**config.mk**
```make
export PLATFORM = sky130hd
export DESIGN_NAME = sprite_display_engine
export DESIGN_NICKNAME = d
export VERILOG_FILES = /design/src/rtl/sprite_display_engine.sv
export SDC_FILE = /design/constraint.sdc
export NUM_CORES = 1
export LEC_CHECK = 0
export CORE_ASPECT_RATIO = 2
export CORE_UTILIZATION = 56
export DETAILED_ROUTE_END_ITERATION = 10
export HOLD_SLACK_MARGIN = 0.15
export MAX_ROUTING_LAYER = met4
export PLACE_DENSITY = 0.79
export SLEW_MARGIN = 20
export SYNTH_ARGS = -nofsm -noshare
export SYNTH_HDL_FRONTEND = slang
export SYNTH_SLANG_ARGS = --single-unit
```
**constraint.sdc**
```tcl
create_clock -name clk -period 4.23 [get_ports clk]
set_clock_uncertainty 0.15 [all_clocks]
set_input_delay 0.846 -clock clk [delete_from_list [all_inputs] [get_ports clk]]
set_output_delay 0.846 -clock clk [all_outputs]
set_load 0.02 [all_outputs]
```
**src/rtl/sprite_display_engine.sv**
```systemverilog
// ---------------------------------------------------------------------------
// sprite_display_engine
//
// Composites NUM_SPRITES movable sprites over a tile-based level background
// and drives registered 12-bit RGB for the VGA path. Each sprite has its own
// enable, colour and hit-flash counter. Sprite position, enable and colour
// are copied into shadow registers on frameStart, so changes made mid-frame
// do not tear the picture. The engine also addresses the synchronous
// level-map memory and hides its one-cycle read latency in a 2-stage pipeline.
//
// Ports:
//   clk          pixel clock
//   rst_n        asynchronous active-low reset
//   frameStart   one-cycle pulse; latches sprite state, steps flash counters
//   bright       active-video flag aligned with hCount/vCount
//   hCount       current pixel column
//   vCount       current pixel row
//   spritePos    per sprite {X,Y}; X upper half; Y is the sprite's bottom row
//   spriteEn     per-sprite visible flag
//   spriteColor  per-sprite base colour (12 bits each)
//   spriteHit    per-sprite pulse that starts (or restarts) a hit flash
//   tileRow      level-map row address (registered)
//   tileCol      level-map column address (registered)
//   blockType    level-map data, valid one cycle after tileRow/tileCol
//   flashActive  per sprite: flash counter nonzero (registered)
//   rgb          pixel colour (registered)
// ---------------------------------------------------------------------------
module sprite_display_engine #(
    parameter int          NUM_SPRITES  = 4,
    parameter int          COORD_W      = 10,
    parameter int          SPRITE_W     = 32,
    parameter int          SPRITE_H     = 32,
    parameter int          TILE_SHIFT   = 5,
    parameter int          FLASH_FRAMES = 8,
    parameter logic [11:0] FLASH_COLOR  = 12'hF00
) (
    input  logic                               clk,
    input  logic                               rst_n,
    input  logic                               frameStart,
    input  logic                               bright,
    input  logic [COORD_W-1:0]                 hCount,
    input  logic [COORD_W-1:0]                 vCount,
    input  logic [NUM_SPRITES*2*COORD_W-1:0]   spritePos,
    input  logic [NUM_SPRITES-1:0]             spriteEn,
    input  logic [NUM_SPRITES*12-1:0]          spriteColor,
    input  logic [NUM_SPRITES-1:0]             spriteHit,
    output logic [COORD_W-TILE_SHIFT-1:0]      tileRow,
    output logic [COORD_W-TILE_SHIFT-1:0]      tileCol,
    input  logic [2:0]                         blockType,
    output logic [NUM_SPRITES-1:0]             flashActive,
    output logic [11:0]                        rgb
);

    localparam int CW1 = COORD_W + 1;

    logic [NUM_SPRITES*2*COORD_W-1:0] shPos;
    logic [NUM_SPRITES-1:0]           shEn;
    logic [NUM_SPRITES*12-1:0]        shColor;

    logic [NUM_SPRITES-1:0] hitVec;
    logic [NUM_SPRITES-1:0] flashOdd;
    logic [11:0]            selColor;

    logic [NUM_SPRITES-1:0] hitVecS1;
    logic [11:0]            colorS1;
    logic                   brightS1;

    // Shadow copies of the sprite state. They only move on frameStart so the
    // whole frame is drawn from one consistent snapshot; a frameStart arriving
    // mid-line is still honoured.
    always_ff @(posedge clk or negedge rst_n) begin
        if (!rst_n) begin
            shPos   <= '0;
            shEn    <= '0;
            shColor <= '0;
        end else if (frameStart) begin
            shPos   <= spritePos;
            shEn    <= spriteEn;
            shColor <= spriteColor;
        end
    end

    generate
        for (genvar i = 0; i < NUM_SPRITES; i++) begin : gSprite
            logic [COORD_W-1:0] xVal;
            logic [COORD_W-1:0] yVal;
            logic [CW1-1:0]     xLo;
            logic [CW1-1:0]     xHi;
            logic [CW1-1:0]     yLo;
            logic [CW1-1:0]     yHi;
            logic [7:0]         count;
            logic [7:0]         countNext;

            assign xVal = shPos[(2*i+1)*COORD_W +: COORD_W];
            assign yVal = shPos[2*i*COORD_W +: COORD_W];

            // The bounds are formed one bit wider than the coordinates so the
            // right edge can run past the screen without wrapping to column 0.
            // The top edge is clamped at row 0 instead of going negative, which
            // keeps a sprite near the top from reappearing at the bottom.
            assign xLo = {1'b0, xVal};
            assign xHi = {1'b0, xVal} + CW1'(SPRITE_W - 1);
            assign yHi = {1'b0, yVal};
            assign yLo = ({1'b0, yVal} >= CW1'(SPRITE_H - 1))
                       ? ({1'b0, yVal} - CW1'(SPRITE_H - 1)) : '0;

            assign hitVec[i] = shEn[i]
                             && ({1'b0, hCount} >= xLo) && ({1'b0, hCount} <= xHi)
                             && ({1'b0, vCount} >= yLo) && ({1'b0, vCount} <= yHi);

            // Flash counter next value: a hit (re)loads the full duration and
            // beats a coincident frameStart; otherwise each frame counts down
            // and the counter parks at zero.
            always_comb begin
                countNext = count;
                if (spriteHit[i]) begin
                    countNext = 8'(FLASH_FRAMES);
                end else if (frameStart && (count != 8'd0)) begin
                    countNext = count - 8'd1;
                end
            end

            // The flag is registered from the same next value so it always
            // agrees with the counter it reports on.
            always_ff @(posedge clk or negedge rst_n) begin
                if (!rst_n) begin
                    count          <= 8'd0;
                    flashActive[i] <= 1'b0;
                end else begin
                    count          <= countNext;
                    flashActive[i] <= (countNext != 8'd0);
                end
            end

            assign flashOdd[i] = count[0];
        end
    endgenerate

    // Priority select: walking from the highest index down lets the lowest
    // hitting index win. An odd flash count swaps in the flash colour, which
    // makes the sprite blink once per frame while the counter runs down.
    always_comb begin
        selColor = 12'h000;
        for (int i = NUM_SPRITES - 1; i >= 0; i--) begin
            if (hitVec[i]) begin
                selColor = flashOdd[i] ? FLASH_COLOR : shColor[i*12 +: 12];
            end
        end
    end

    // Stage 1: issue the level-map address and capture everything the final
    // mux needs, so it lines up with blockType returning one cycle later.
    always_ff @(posedge clk or negedge rst_n) begin
        if (!rst_n) begin
            tileRow  <= '0;
            tileCol  <= '0;
            hitVecS1 <= '0;
            colorS1  <= 12'h000;
            brightS1 <= 1'b0;
        end else begin
            tileRow  <= vCount[COORD_W-1:TILE_SHIFT];
            tileCol  <= hCount[COORD_W-1:TILE_SHIFT];
            hitVecS1 <= hitVec;
            colorS1  <= selColor;
            brightS1 <= bright;
        end
    end

    function automatic logic [11:0] paletteColor(input logic [2:0] code);
        logic [11:0] c;
        case (code)
            3'd0:    c = 12'hFFF;
            3'd1:    c = 12'h00F;
            3'd2:    c = 12'h0F0;
            3'd3:    c = 12'h840;
            default: c = 12'h000;
        endcase
        return c;
    endfunction

    // Stage 2: blank outside active video, sprites sit over the background.
    always_ff @(posedge clk or negedge rst_n) begin
        if (!rst_n) begin
            rgb <= 12'h000;
        end else if (!brightS1) begin
            rgb <= 12'h000;
        end else if (|hitVecS1) begin
            rgb <= colorS1;
        end else begin
            rgb <= paletteColor(blockType);
        end
    end

endmodule

```
Word-level counts from Yosys, hierarchy flattened
Index checks and enable logic that the tools add are counted.

cells by class
  equality and inequality tests = 3
  multiplexer cells = 23
  reductions and logical operators = 30
  add/sub/neg operators = 12
  order comparisons = 20

operators by type and width
  operator                                                                count
  12-bit 2-to-1 mux                                                       10
  8-bit 2-to-1 mux                                                        8
  8-bit nonzero test                                                      8
  12-bit case mux with 4 select lines                                     1
  10-bit by 5-bit adder with 11-bit output, second input constant         4
  10-bit by 11-bit >= comparator with 1-bit output                        4
  10-bit by 11-bit <= comparator with 1-bit output                        4
  11-bit 2-to-1 mux                                                       4
  10-bit by 5-bit subtractor with 11-bit output, second input constant    4
  10-bit >= comparator                                                    4
  10-bit by 5-bit >= comparator with 1-bit output, second input constant  4
  10-bit <= comparator                                                    4
  8-bit by 1-bit subtractor with 8-bit output, second input constant      4
  1-bit logical AND                                                       20
  3-bit by 2-bit == test with 1-bit output, second input constant         2
  4-bit OR reduction                                                      1
  3-bit by 1-bit == test with 1-bit output, second input constant         1
  3-bit logical NOT                                                       1

word-level totals
  flip-flop bits (word level) = 207
  output and inout port bits = 26

Longest topological paths before layout
  depth after elaboration = 9
  gate-level depth with buffers = 17

Worst setup path before layout
OpenSTA, ideal clock, no wires.

  kind = register -> register
  from = register shPos[60]
  to = register colorS1[6]
  arrival = 3.191 ns
  stages on the path, launching flop included = 18
  slack = 0.809 ns
  setup time = 0.080 ns
  period minus slack after synthesis = 3.421 ns
  data required time = 4.000 ns
  path through = dfrtp_1 ha_1 nand3_1 nor2_1 or3_1 nor2_1 o21ai_0 nand2_1 ha_1 a21o_1 a31oi_1 o21ai_0 a41oi_2 nor4_4 or3b_1 buf_6 a2bb2oi_2 o211ai_2

on the way
  cells in the longest elaborated chain, start to end = 9

ends and longest elaborated chain
  what                                                                                                                     line      RTL
  start: declaration                                                                                                       56        logic [NUM_SPRITES*2*COORD_W-1:0] shPos;
  start signal: assignment                                                                                                 77        shPos <= spritePos;
  10-bit by 5-bit subtractor with 11-bit output / 10-bit by 5-bit >= comparator with 1-bit output (equally long branches)  105, 104
  11-bit 2-to-1 mux                                                                                                        105       ? ({1'b0, yVal} - CW1'(SPRITE_H - 1)) : '0;
  10-bit by 11-bit >= comparator with 1-bit output                                                                         109       && ({1'b0, vCount} >= yLo) && ({1'b0, vCount} <= yHi);
  1-bit logical AND                                                                                                        109
  1-bit logical AND (*)                                                                                                    109
  named net hitVec[3]                                                                                                      60        logic [NUM_SPRITES-1:0] hitVec;
  12-bit 2-to-1 mux (*) (4 in series)                                                                                      145       if (hitVec[i]) begin
  named net selColor[6]                                                                                                    62        logic [11:0] selColor;
  end signal: assignment                                                                                                   164       colorS1 <= selColor;
  end: declaration                                                                                                         65        logic [11:0] colorS1;

The timed path passes the listed nets; every way through them passes the cells marked *.
A chain may end at the register's enable or synchronous reset.

Worst setup path after layout
  from = register shPos[61]
  to = register colorS1[4]

The elaborated chain is that of the path after synthesis.

==> reports/results.ini <==
[final_layout]
final_area_um2=16200
antennaDiodeCount=0
drive_above_1_share=0.0890
layout_commonest_cell=dfrtp_1
syn2layout_area_growth_pct=22.6
nets=1944
mostFrequentLayoutCells=207 x dfrtp_1, 186 x clkdlybuf4s50_1, 179 x nand2_1, 176 x ha_1, 122 x o21ai_0
final_cells=1901
fillers=1779

[route]
wirelength_um=34600
drtAntennaViolNets=0
drc_errors=0
first_pass_iters=7
drtIter0Drc=449
vias_per_cell=5.83
vias=11100
wl_per_cell_um=18.2

[sta]
fin_setup_tns_ns=0
tightest_slew_ns=0.801
relSlewSlack=0.466
hold_violations=0
max_freq_ghz=0.255
rsz0062_at_grt=false
final.period_utilization=0.928
drv_slew=0
fin_crit_ns=3.93
setup_violations=0

[clocking]
clockBufferDepth=3
htree_levels=1
cts_resized=0
path_clk_slew_ns=0.07
cts_setup_buffers=0
cts_sinks=207
worstSkewPairLatency_ns=0.51
cts_root_buf=clkbuf_16
cts_tree=done
cts_buffers=20
holdBufCountCts=0

[worst_setup_path]
reg2reg_depth=16
crit_end=colorS1[4]$_DFF_PN0_
path_max_fanout=8
r2r-end=colorS1[4]$_DFF_PN0_
crit_path_start_kind=register
ff2ff_setup_slack_ns=0.30
end_kind=register
crit_type=reg2reg
path_cells=ha_1, nand3_1, nor2_1, or3_1, nor2_1, o21ai_0, nand2_1, ha_1, a21o_1, a31oi_1, o21ai_0, a41oi_2, nor4_4, or3b_4, a2bb2oi_2, o221ai_2
cp_slowest_cell=or3b_4
crit_arrival_ns=4.20
worst_ep_required_time_ns=4.50
slowest_delay_ns=0.52
critPathLaunch=shPos[61]$_DFFE_PN0P_
worstReg2RegStart=shPos[61]$_DFFE_PN0P_

[grt]
overflow=0
busiest_layer=met2
grt_pass1_vias=11800
grt_pass1_wl_um=56200
use_met2=0.563
grtUsageTotal=0.298
antenna_found_initial=0
grt_start_max_net_pins=100
gr-usage-met3=0.0366
met1_usage=0.293

[yosys]
syn_inst=1400
ys_async_sr_fraction=1.00
ys_ff_latch=207
netlist_area_um2=13300
synth-edff-count=0
syn_nets=1739
synth.avg_cell_area_um2=9.47
ys.flop_type=dfrtp_1
ys_seq_area_frac=0.391
synth.distinct_cells=73
yosys_warnings=0

[place]
numPortBuffers=188
hpwl_um=27000
gp_congestion=0.973
dpl_cell_area_um2=15600
placedCellCount=1866

[power]
peakVddDrop_mv=0.415
p_leak_nw=7.37
powerDensity_nw_per_um2=357
power.total_w=0.00579

[die]
core_area_um2=23200
die_y_um=220
start_util=0.571
io_pins=189
rows=79
die_w_um=111
die_area_um2=24300

[hold_path]
hp-class=in2async

[run_status]
status=completed

[run]
max_cap_violations=0

-- where the power goes --
part	internal (W)	switching, W
Sequential	0.00218	0.000175
Clock	0.00102	0.000766
Combinational	0.000759	0.000888
Total	0.00397	0.00183
-- logic make-up after synthesis --
group | share of synthesized area
buffers and inverters | 0.0463
and+or+nand+nor | 0.159
DFF | 0.391
muxes | 0.0355
adders and majority gates | 0.166
xor gates and xnor gates | 0.0489
AOI/OAI and AO/OA | 0.153
-- layout make-up --
class                   count  area, µm²  share of cell area
inverters                 117        439              0.0270
multi-input cells        1038       7460               0.459
repair buffers            221       2160               0.133
clock buffers              28        582              0.0358
clock inverters             7       66.3             0.00408
flip-flops and latches    207       5180               0.319
well taps                 283        354              0.0218
-- cell usage after synthesis, drive strengths merged (12+ instances only) --
library cell | count | share of area
nor2b | 13 | 0.0061
nand3 | 45 | 0.017
xnor2 | 60 | 0.040
mux2 | 40 | 0.034
nor4 | 16 | 0.010
inv | 117 | 0.033
clkbuf | 28 | 0.0079
nand4 | 22 | 0.010
dfrtp | 207 | 0.39
a21o | 19 | 0.011
a31oi | 12 | 0.0057
nor3 | 37 | 0.014
a21oi | 63 | 0.024
o21ai | 132 | 0.050
nand2b | 17 | 0.0080
nand2 | 179 | 0.051
nor2 | 65 | 0.018
ha | 176 | 0.17
xor2 | 14 | 0.0093
-- critical path: cells and delay by family, from the launching register on --
kind / cells / cell delay (ns)
and+or+nand+nor: 7 / 1.75
AOI/OAI and AO/OA: 7 / 1.09
DFF: 1 / 0.43
adders and majority gates: 2 / 0.40
-- flip-flops by register name (all words and copies together) (netlist names) --
signal,cells
brightS1,1
shPos,80
hitVecS1,4
rgb,12
shColor,48
gSprite.count,32
tileRow,5
tileCol,5
shEn,4
flashActive,4
colorS1,12
-- through the flow --
stage	setup slack (ns)	utilization	hold WS (ns)
global route	0.0606	0.699	0.236
global placement	0.0780	0.671	0.337
detailed placement	0.0389	0.671	0.349
finish	0.303	0.699	0.188
floorplan	0.809	-	0.324
CTS	0.199	0.699	0.224
-- per-layer routing --
metal,vias to the layer above,routed length (µm)
met5,-,0
met4,0,1950
met3,129,1210
met2,294,19000
met1,5321,12500
li1,5347,-
-- worst min-delay path by stage --
stage	end	depth (start not counted)	from	slack (ns)
6_report	gSprite[3].count[4]$_DFF_PN0_	1	rst_n	0.19
5_1_grt	gSprite[0].count[5]$_DFF_PN0_	1	rst_n	0.24
4_1_cts	flashActive[3]$_DFF_PN0_	1	rst_n	0.22
3_5_place_dp	shColor[9]$_DFFE_PN0P_	1	shColor[9]$_DFFE_PN0P_	0.35
3_3_place_gp	shColor[32]$_DFFE_PN0P_	1	shColor[32]$_DFFE_PN0P_	0.34
2_1_floorplan	shEn[0]$_DFFE_PN0P_	1	shEn[0]$_DFFE_PN0P_	0.32
No activity file was read; power rests on OpenSTA's default activity.
==> variant: new RTL, config.mk and constraints unchanged <==
Set the parameter `TILE_SHIFT` to 6 (it was 5).
--- a/src/rtl/sprite_display_engine.sv
+++ b/src/rtl/sprite_display_engine.sv
@@ -31,5 +31,5 @@
     parameter int          SPRITE_W     = 32,
     parameter int          SPRITE_H     = 32,
-    parameter int          TILE_SHIFT   = 5,
+    parameter int          TILE_SHIFT   = 6,
     parameter int          FLASH_FRAMES = 8,
     parameter logic [11:0] FLASH_COLOR  = 12'hF00
Interface: changed (resized tileCol and tileRow); port bits go from 189 to 187. The function was not compared with the original's and may differ.
==> variant against the original RTL <==
Worst hold slack improved by 0.049 ns. Highest routed layer unchanged. Power rose by 2.5%. Sequential share of layout area fell by 0.32 points. Critical path depth fell by 2. Count of clock-buffer cells in the layout fell by 1. Synthesized cell count fell by 0.14%. Sequential cell count fell by 2. Global-route usage fell by 0.54 points. Largest cell class unchanged. Synthesized area fell by 0.38%. Cell area barely moved. Routed wire length fell by 1.2%. Core utilization barely moved. Setup slack got worse by 0.073 ns. Largest power group unchanged.
==> variant: results (changes against the original RTL) <==
[routing]
dr.first_iter.drc_count = 505  ; was 449
routed_via_density = 5.743  ; was 5.834
firstDrtPassIters = 5  ; was 7
routed_wl_um = 34210  ; was 34640 um

[place]
finalWeightedCongestion = 0.9374  ; was 0.9731
hpwl_um = 26670  ; was 26960 um
port_buffers = 186  ; was 188

[yosys]
synth_commonest_cells = dfrtp_1 (205), nand2_1 (179), ha_1 (176)  ; was dfrtp_1 (207), nand2_1 (179), ha_1 (176)
netlist-cell-type-count = 73  ; unchanged
async_reset_ff_share_pct = 100.0  ; unchanged
ys_warn_count = 0  ; unchanged
syn_nets = 1737  ; was 1739
synthTopCellsByArea = dfrtp_1 (39%), ha_1 (17%), nand2_1 (5.1%)  ; unchanged
yosysSeqAreaShare_pct = 38.86  ; was 39.09%

[worst_setup_path]
startpoint = shPos[0]  ; was shPos[61]
arrival_ns = 4.24  ; was 4.20 ns
cp_max_fo = 12  ; was 8
slowest_delay_ns = 0.47  ; was 0.52 ns
crit_slowest_cell = dfrtp_1  ; was or3b_4
rr_worst_depth = 14  ; was 16

[pwr]
vdd_ir_drop_max_mv = 0.4028  ; was 0.4149 mV
leakagePower_nw = 7.369  ; was 7.372 nW

[sta]
tightest_slew_ns = 0.7862  ; was 0.8011 ns

[global_route]
track_usage_pct = 29.30  ; was 29.83%
grt_pass1_wl_um = 54950  ; was 56230 um
grt_max_degree = 93  ; was 100
grt_pass1_vias = 11270  ; was 11.77k
antenna_found_initial = 2  ; was 0

[outcome]
outcome = complete, no violations  ; unchanged

[cells_and_area]
final_nets = 1940  ; was 1944
drive_gt1_share_pct = 9.226  ; was 8.900%

[hold_path]
worstHoldPathType = in -> async  ; unchanged

[clock_tree]
clk_path_buf_depth = 3  ; unchanged
ctsRootBufferMaster = clkbuf_16  ; unchanged

-- variant: cell count changes after synthesis, sizes merged --
cell   unedited run  this run
dfrtp           207       205
-- variant: cell type report --
cell class / count / area (um2)
Multi-Input combinational cell: 1038 / 7463
Sequential cell: 205 / 5130
Fill cell: 1792 / 6980
Timing Repair Buffer: 219 / 2127
Antenna cell: 2 / 5.005
Clock inverter: 9 / 131.4
Tap cell: 283 / 354.1
Clock buffer: 27 / 598.1
Inverter: 117 / 439.2
-- variant: through the flow --
| step | cells | TNS [ns] | cell area, um2 | hold WS [ns] | worst slack, ns |
|---|---|---|---|---|---|
| 3_5_place_dp | 1862 | -1.010 | 15510 | 0.3470 | -0.1447 |
| 5_1_grt | 1900 | 0 | 16250 | 0.3024 | 0.05117 |
| 3_3_place_gp | 1862 | -0.06744 | 15510 | 0.3365 | -0.008949 |
| 6_report | 1900 | 0 | 16250 | 0.2366 | 0.2300 |
| 4_1_cts | 1898 | 0 | 16240 | 0.2784 | 0.09850 |
| 2_1_floorplan | 1398 | 0 | 13200 | 0.3241 | 0.8089 |
-- variant: power by group --
| group | internal [W] | switching, W |
|---|---|---|
| clock | 0.00118 | 0.000782 |
| sequential | 0.00216 | 0.000175 |
| combinational | 0.000759 | 0.000880 |
| total | 0.00410 | 0.00184 |
-- variant: cell families after synthesis --
| logic type | after synthesis | share of synthesized area (%) |
|---|---|---|
| flops | 205 | 38.86 |
| simple gates | 436 | 16.00 |
| fa+ha+maj | 176 | 16.68 |
| compound gates | 310 | 15.35 |
| xor+xnor | 74 | 4.909 |
| mux | 42 | 3.563 |
| buf+inv | 155 | 4.644 |
-- variant: final timing paths --
check / end / slack (ns)
min in group clk: rgb[9] / 0.36
max reg2reg: colorS1[9] / 0.23
min: shPos[47] / 0.24
max: colorS1[9] / 0.23
max in group asynchronous: gSprite[1].count[6] / 2.76
min reg2reg: rgb[9] / 0.36
-- variant: per-layer routing --
metal	vias up	share of wire (%)	GRT usage, %	wire, um
met4	0	5.5	16.04	1877
li1	5341	-	-	-
met2	270	54	54.18	18510
met3	105	3.7	3.507	1263
met5	-	0	-	0
met1	5196	37	29.84	12550
-- variant: what timing repair did --
item / CTS / global route
endpoints found under the setup margin: 0 / 8
setup buffers: 0 / 0
resized for setup: 0 / 2
